File: config.mk
export PLATFORM = sky130hd
export DESIGN_NAME = muldiv_seq
export DESIGN_NICKNAME = d
export VERILOG_FILES = /design/src/rtl/muldiv_pkg.sv /design/src/rtl/muldiv_alu_mux.sv /design/src/rtl/muldiv_seq.sv
export SDC_FILE = /design/constraint.sdc
export NUM_CORES = 1
export LEC_CHECK = 0
export ABC_CLOCK_PERIOD_IN_PS = 2400
export CORE_MARGIN = 1.5
export CORE_UTILIZATION = 40
export DETAILED_ROUTE_END_ITERATION = 10
export GPL_TIMING_DRIVEN = 0
export PLACE_DENSITY = 0.67
export SYNTH_ARGS = -nofsm -noshare
export SYNTH_HDL_FRONTEND = slang
export SYNTH_SLANG_ARGS = --single-unit
export TNS_END_PERCENT = 20
File: constraint.sdc
create_clock -name clk -period 2.4 [get_ports clk]
set_input_delay 0.36 -clock clk [delete_from_list [all_inputs] [get_ports clk]]
set_output_delay 0.36 -clock clk [all_outputs]
set_load 0.02 [all_outputs]
File: src/rtl/muldiv_pkg.sv
// Shared constants for the iterative multiply/divide sequencer: operation codes,
// shared-ALU opcodes, sequencer states and the default datapath width.
package muldiv_pkg;

    localparam int WIDTH_DEF = 32;

    localparam logic [1:0] MD_MULT  = 2'b00;
    localparam logic [1:0] MD_MULTU = 2'b01;
    localparam logic [1:0] MD_DIV   = 2'b10;
    localparam logic [1:0] MD_DIVU  = 2'b11;

    localparam logic [2:0] ALU_AND = 3'b000;
    localparam logic [2:0] ALU_OR  = 3'b001;
    localparam logic [2:0] ALU_NOR = 3'b100;
    localparam logic [2:0] ALU_XOR = 3'b101;
    localparam logic [2:0] ALU_ADD = 3'b010;
    localparam logic [2:0] ALU_SUB = 3'b110;

    typedef enum logic [2:0] {
        ST_IDLE,
        ST_NEG_A,
        ST_NEG_B,
        ST_ITER,
        ST_FIX_LO,
        ST_FIX_HI
    } state_t;

endpackage

File: src/rtl/muldiv_alu_mux.sv
// Selects the shared-ALU operands and opcode for each sequencer state.
// Purely combinational; every input comes from registered sequencer state.
module muldiv_alu_mux
    import muldiv_pkg::*;
#(
    parameter int WIDTH = WIDTH_DEF
) (
    input  state_t           state,
    input  logic             is_div,
    input  logic [WIDTH-1:0] hi,
    input  logic [WIDTH-1:0] lo,
    input  logic [WIDTH-1:0] opa,
    input  logic [WIDTH-1:0] opb,
    input  logic             neg_res,
    input  logic             sign_a,
    input  logic             lo_zero,
    output logic [WIDTH-1:0] alu_a,
    output logic [WIDTH-1:0] alu_b,
    output logic [2:0]       alu_op,
    output logic             alu_unsig
);

    always_comb begin
        alu_a     = '0;
        alu_b     = '0;
        alu_op    = ALU_ADD;
        alu_unsig = 1'b1;
        case (state)
            ST_NEG_A: begin
                alu_b  = opa;
                alu_op = opa[WIDTH-1] ? ALU_SUB : ALU_ADD;
            end
            ST_NEG_B: begin
                alu_b  = opb;
                alu_op = opb[WIDTH-1] ? ALU_SUB : ALU_ADD;
            end
            ST_ITER: begin
                if (is_div) begin
                    alu_a  = {hi[WIDTH-2:0], lo[WIDTH-1]};
                    alu_b  = opb;
                    alu_op = ALU_SUB;
                end else begin
                    alu_a = hi;
                    alu_b = lo[0] ? opa : '0;
                end
            end
            ST_FIX_LO: begin
                alu_b  = lo;
                alu_op = neg_res ? ALU_SUB : ALU_ADD;
            end
            ST_FIX_HI: begin
                // 64-bit negate of a product: the high word takes the carry out of negating lo.
                if (!is_div && neg_res) begin
                    alu_a = ~hi;
                    alu_b = {{(WIDTH-1){1'b0}}, lo_zero};
                end else begin
                    alu_b  = hi;
                    alu_op = (is_div && sign_a) ? ALU_SUB : ALU_ADD;
                end
            end
            default: ;
        endcase
    end

endmodule

File: src/rtl/muldiv_seq.sv
// Iterative MULT/MULTU/DIV/DIVU sequencer into HI/LO, borrowing the shared ALU.
// Optional MULDIV_ABORT_EN adds an abort input that flushes and restores HI/LO.
module muldiv_seq
    import muldiv_pkg::*;
#(
    parameter int WIDTH = WIDTH_DEF
) (
    input  logic             clk,
    input  logic             rst_n,
`ifdef MULDIV_ABORT_EN
    input  logic             abort,
`endif
    input  logic             start,
    input  logic [1:0]       md_op,
    input  logic [WIDTH-1:0] rs_val,
    input  logic [WIDTH-1:0] rt_val,
    input  logic             hi_we,
    input  logic             lo_we,
    input  logic [WIDTH-1:0] wdata,
    output logic [WIDTH-1:0] alu_a,
    output logic [WIDTH-1:0] alu_b,
    output logic [2:0]       alu_op,
    output logic             alu_unsig,
    input  logic [WIDTH-1:0] alu_out,
    input  logic             alu_compout,
    output logic             busy,
    output logic             done,
    output logic [WIDTH-1:0] hi,
    output logic [WIDTH-1:0] lo
);

    localparam logic [5:0] LAST = 6'(WIDTH - 1);

    state_t           state, state_n;
    logic [1:0]       op_q;
    logic [WIDTH-1:0] hi_q, lo_q, opa, opb;
    logic [5:0]       cnt;
    logic             sign_a, sign_b, lo_zero;
    logic             done_q, done_n;
    logic             abort_hit;
    logic [WIDTH-1:0] div_s;
    logic             take, carry;

`ifdef MULDIV_ABORT_EN
    logic [WIDTH-1:0] hi_sh, lo_sh;
    assign abort_hit = abort && busy;
`else
    assign abort_hit = 1'b0;
`endif

    assign busy  = (state != ST_IDLE);
    assign done  = done_q;
    assign hi    = hi_q;
    assign lo    = lo_q;
    assign div_s = {hi_q[WIDTH-2:0], lo_q[WIDTH-1]};
    assign take  = hi_q[WIDTH-1] | ~alu_compout;
    assign carry = (alu_out < hi_q);

    muldiv_alu_mux #(.WIDTH(WIDTH)) u_alu_mux (
        .state     (state),
        .is_div    (op_q[1]),
        .hi        (hi_q),
        .lo        (lo_q),
        .opa       (opa),
        .opb       (opb),
        .neg_res   (sign_a ^ sign_b),
        .sign_a    (sign_a),
        .lo_zero   (lo_zero),
        .alu_a     (alu_a),
        .alu_b     (alu_b),
        .alu_op    (alu_op),
        .alu_unsig (alu_unsig)
    );

    always_ff @(posedge clk or negedge rst_n) begin
        if (!rst_n) state <= ST_IDLE;
        else        state <= state_n;
    end

    always_comb begin
        state_n = state;
        done_n  = 1'b0;
        case (state)
            ST_IDLE:   if (start) state_n = md_op[0] ? ST_ITER : ST_NEG_A;
            ST_NEG_A:  state_n = ST_NEG_B;
            ST_NEG_B:  state_n = ST_ITER;
            ST_ITER: begin
                if (cnt == LAST) begin
                    if (op_q[0]) begin
                        state_n = ST_IDLE;
                        done_n  = 1'b1;
                    end else begin
                        state_n = ST_FIX_LO;
                    end
                end
            end
            ST_FIX_LO: state_n = ST_FIX_HI;
            ST_FIX_HI: begin
                state_n = ST_IDLE;
                done_n  = 1'b1;
            end
            default:   state_n = ST_IDLE;
        endcase
        if (abort_hit) begin
            state_n = ST_IDLE;
            done_n  = 1'b0;
        end
    end

    always_ff @(posedge clk or negedge rst_n) begin
        if (!rst_n) begin
            op_q    <= '0;
            hi_q    <= '0;
            lo_q    <= '0;
            opa     <= '0;
            opb     <= '0;
            cnt     <= '0;
            sign_a  <= 1'b0;
            sign_b  <= 1'b0;
            lo_zero <= 1'b0;
            done_q  <= 1'b0;
`ifdef MULDIV_ABORT_EN
            hi_sh   <= '0;
            lo_sh   <= '0;
`endif
        end else begin
            done_q <= done_n;
            if (abort_hit) begin
`ifdef MULDIV_ABORT_EN
                hi_q <= hi_sh;
                lo_q <= lo_sh;
`endif
            end else begin
                case (state)
                    ST_IDLE: begin
                        if (start) begin
                            op_q   <= md_op;
                            opa    <= rs_val;
                            opb    <= rt_val;
                            sign_a <= 1'b0;
                            sign_b <= 1'b0;
                            cnt    <= '0;
`ifdef MULDIV_ABORT_EN
                            hi_sh  <= hi_q;
                            lo_sh  <= lo_q;
`endif
                            // Unsigned ops skip the magnitude steps and load the shift pair now.
                            if (md_op[0]) begin
                                hi_q <= '0;
                                lo_q <= md_op[1] ? rs_val : rt_val;
                            end
                        end else begin
                            if (hi_we) hi_q <= wdata;
                            if (lo_we) lo_q <= wdata;
                        end
                    end
                    ST_NEG_A: begin
                        opa    <= alu_out;
                        sign_a <= opa[WIDTH-1];
                    end
                    ST_NEG_B: begin
                        opb    <= alu_out;
                        sign_b <= opb[WIDTH-1];
                        hi_q   <= '0;
                        lo_q   <= op_q[1] ? opa : alu_out;
                    end
                    ST_ITER: begin
                        cnt <= cnt + 6'd1;
                        if (op_q[1]) begin
                            hi_q <= take ? alu_out : div_s;
                            lo_q <= {lo_q[WIDTH-2:0], take};
                        end else begin
                            hi_q <= {carry, alu_out[WIDTH-1:1]};
                            lo_q <= {alu_out[0], lo_q[WIDTH-1:1]};
                        end
                    end
                    ST_FIX_LO: begin
                        lo_q    <= alu_out;
                        lo_zero <= (lo_q == '0);
                    end
                    ST_FIX_HI: hi_q <= alu_out;
                    default: ;
                endcase
            end
        end
    end

endmodule

==> run_results.csv <==
group,metric,value,unit
job,drv_cap,0,
setup_path,arrival,2.37,ns
timing,tightest_slew,0.908,ns
setup_path,cp-start-kind,"flip-flop",
synthesis,ys_warn_count,0,
synthesis,synthAdderAreaFrac,0.0362,
detailed_routing,dr.pass1.iters,8,
setup_path,r2r_end,"hi[31]",
die,coreArea,0.0270,sq mm
synthesis,ys.flop_type,"dfrtp_1",
global_routing,overflow,0,
clock_tree,path_clk_slew,0.07,ns
global_routing,first_global_vias,12600,
synthesis,synthesis.area,0.0111,sq mm
timing,finalHoldViolCount,0,
synthesis,synth-seq-cells,143,
synthesis,netlist.top_cell.by_area,"dfrtp_1",
hold_path,min_from,"alu_out[11]",
cells_and_area,num_antenna_cells,0,
power,p_int,0.00887,W
setup_path,required,2.04,ns
detailed_routing,dr_wl_met3,7020,microns
synthesis,yosysMostFrequentCell,"nand2_1",
power,seq_power_share,0.298,
detailed_routing,viasPerCell,6.50,
detailed_routing,ant_nets,0,
power,p_sw_frac,0.429,
placed_design,placed_cell_area,0.0142,sq mm
detailed_routing,maxUsedRoutingLayer,"met4",
synthesis,synthMuxAreaShare,0.160,
hold_path,hold_path_class,"input port to flip-flop",
hold_path,min_to,"opb[11]",
timing,grt_setup_unrepaired,"true",
power,vdd_drop_max,458,uV
cells_and_area,areaGrowthSynthToFinish,41.5,%
placed_design,gp_congestion,0.982,
setup_path,reg2reg_depth,7,
power,cellLeakagePower,6.92,nW
status,status,"finished, violations left",
die,num_io_pins,270,
cells_and_area,nNetsFinal,1851,
detailed_routing,vias,13200,
synthesis,yosysSeqAreaShare,0.324,
setup_path,worst-path-max-fanout,5,
detailed_routing,wl,55200,microns
die,die-area,0.0287,sq mm
timing,maxSlewViolCount,0,
timing,max_slew_margin,0.395,
clock_tree,clock-sinks,143,
timing,finalCriticalPeriod,2.73,ns
global_routing,track_usage,0.374,
die,fp.dieW,169,microns
clock_tree,cts_tree,"yes",
power,comb_power_share,0.497,
die,rows,60,
clock_tree,cts.htree.levels,4,
synthesis,ys_top_cells_by_count,"nand2_1 (245), dfrtp_1 (143), mux2i_1 (141)",
placed_design,dpl.hpwl,38900,microns
placed_design,portBuffers,265,
clock_tree,insertion_delay,0.44,ns
synthesis,synth_top_area_frac,0.324,
detailed_routing,wl_met1,21200,microns
synthesis,synth_cell_types,54,
hold_path,whs_path_depth,3,
synthesis,synthTopCellsByArea,"dfrtp_1 (32%), mux2i_1 (13%), nand2_1 (8.3%)",
synthesis,synth_edf_count,0,
detailed_routing,wl_per_cell,27.1,microns
global_routing,antenna_found_initial,0,
setup_path,r2r-start,"hi[15]",
setup_path,rrSetupSlack,-0.07,ns
power,p_switching,0.00666,W
cells_and_area,drive_gt1_frac,0.178,
clock_tree,cts-root-buf,"clkbuf_16",
power,pwr-share-clk,0.205,
timing,clock.fmax,0.367,GHz
synthesis,synth_xor_area_frac,0.00158,
synthesis,synth_area_per_cell,8.13,sq um
setup_path,endpoint_kind,"output port",
timing,setup_slack,-0.327,ns
setup_path,crit_type,"flip-flop to output port",
synthesis,postSynth.asyncResetShare,1.00,
clock_tree,cts_made_buffers,17,
timing,fin_crit_sh,1.14,
detailed_routing,drtIter0Drc,2381,
timing,fin_setup_tns,-4.79,ns
synthesis,synthCells,1360,
synthesis,synth_top_family_by_area,"compound AO/OA/AOI/OAI gates",
timing,final-setup-viol-count,50,
die,die_h,169,microns
synthesis,synth_compound_area_frac,0.259,
detailed_routing,drc_errors,0,
power,power_density,992,mW/mm^2
global_routing,grt_max_degree,84,
power,power,0.0155,W
global_routing,grt_pass1_wl,79400,microns
die,start_util,0.409,
synthesis,synthSimpleGateAreaFrac,0.145,
cells_and_area,finish.instance_area,0.0157,sq mm
clock_tree,cts.path.max_buffers,2,
detailed_routing,met2_wirelength,24100,microns
timing,fin_skew,0.00912,ns
status,failed_checks,"setup timing",
## flip-flops by register name (all words and copies together), names as in the netlist
register / count
lo: 32
sign_a: 1
lo_zero: 1
op_q: 2
sign_b: 1
hi: 32
opb: 32
done: 1
state: 3
cnt: 6
opa: 32
## layout by cell type, fill, tap and decap left out, types with 8 or more instances in the layout
cell / Yosys / final
nand2_1: 245 / 243
clkdlybuf4s50_1: 0 / 194
ha_1: 32 / 29
nand3_1: 9 / 9
a21oi_1: 99 / 98
dfrtp_1: 143 / 133
a21o_1: 21 / 21
buf_8: 0 / 9
nor4_1: 9 / 8
clkbuf_1: 52 / 35
a222oi_1: 64 / 64
buf_2: 50 / 57
a221oi_1: 33 / 33
a22oi_1: 10 / 10
o21ai_0: 136 / 136
nor2_1: 90 / 87
inv_1: 55 / 54
buf_12: 0 / 10
buf_6: 4 / 28
dfrtp_2: 0 / 10
buf_4: 12 / 73
mux2i_1: 141 / 138
mux2_2: 32 / 32
o22ai_1: 52 / 45
clkbuf_16: 0 / 19
## per-stage QoR
step	worst slack (ns)	utilization	cells	hold slack, ns
detailed placement	-1.12	0.524	1968	0.400
global placement	-5.35	0.523	1967	0.481
global route	-0.283	0.579	2035	0.419
finish	-0.327	0.579	2035	0.359
floorplan	0.177	-	1361	0.0644
CTS	-0.267	0.558	2014	0.429
## layer usage
metal	up-vias	global-route usage
li1	5641	-
met1	6298	0.493
met2	1106	0.571
met3	191	0.0912
met4	0	0.190
met5	-	0
## repair_timing
action,CTS,global route
hold buffers,1,0
setup buffers,13,20
gates resized for setup,382,114
endpoints found under the setup margin,97,112
hold endpoints to repair,60,0
pin swaps,32,34
cloned,2,2
## power by group through the flow
stage	registers [W]	logic (W)	clock network [W]
2_1_floorplan	0.00454	0.00380	0
3_3_place_gp	0.00456	0.00722	0
3_5_place_dp	0.00457	0.00734	0
4_1_cts	0.00455	0.00713	0.00315
5_1_grt	0.00468	0.00822	0.00325
6_report	0.00462	0.00771	0.00319
## critical path: stages, from the launching register on
cell and delay [ns]:
dfrtp_1 0.41, xnor2_2 0.20, nor2_4 0.15, nor2_4 0.06, buf_12 0.14, buf_12 0.14
a222oi_1 0.44, nand2_1 0.20, buf_6 0.18
## logic make-up (layout without fill, tap and decap cells)
family / count (synthesis) / count (layout)
AO/OA/AOI/OAI: 443 / 443
flip-flops: 143 / 143
adder cells (fa/ha/maj): 32 / 32
XOR/XNOR: 2 / 2
other: 2 / 3
AND/OR/NAND/NOR: 386 / 386
buffers and inverters: 179 / 512
multiplexers: 173 / 173
## how the worst max path moves through the flow
stage / startpoint / end / slack (ns) / cells past startpoint
after floorplan: hi[14] / hi[31] / 0.18 / 7
after global routing: sign_a / alu_b[14] / -0.28 / 8
after global placement: rst_n / hi[17] / -5.35 / 1
final: sign_a / alu_b[14] / -0.33 / 8
after detailed placement: start / hi[5] / -1.12 / 6
after CTS: sign_b / alu_b[14] / -0.27 / 8
## cell type report
type | count | area (sq um)
well taps | 341 | 427
multi-input cells | 1039 | 6930
plain buffers | 123 | 935
inverters | 55 | 206
clock inverters | 9 | 205
repair buffers | 304 | 2890
flip-flops and latches | 143 | 3590
fillers | 2485 | 11400
clock buffers | 21 | 470
Note: power is estimated with default switching activity, not from simulation.
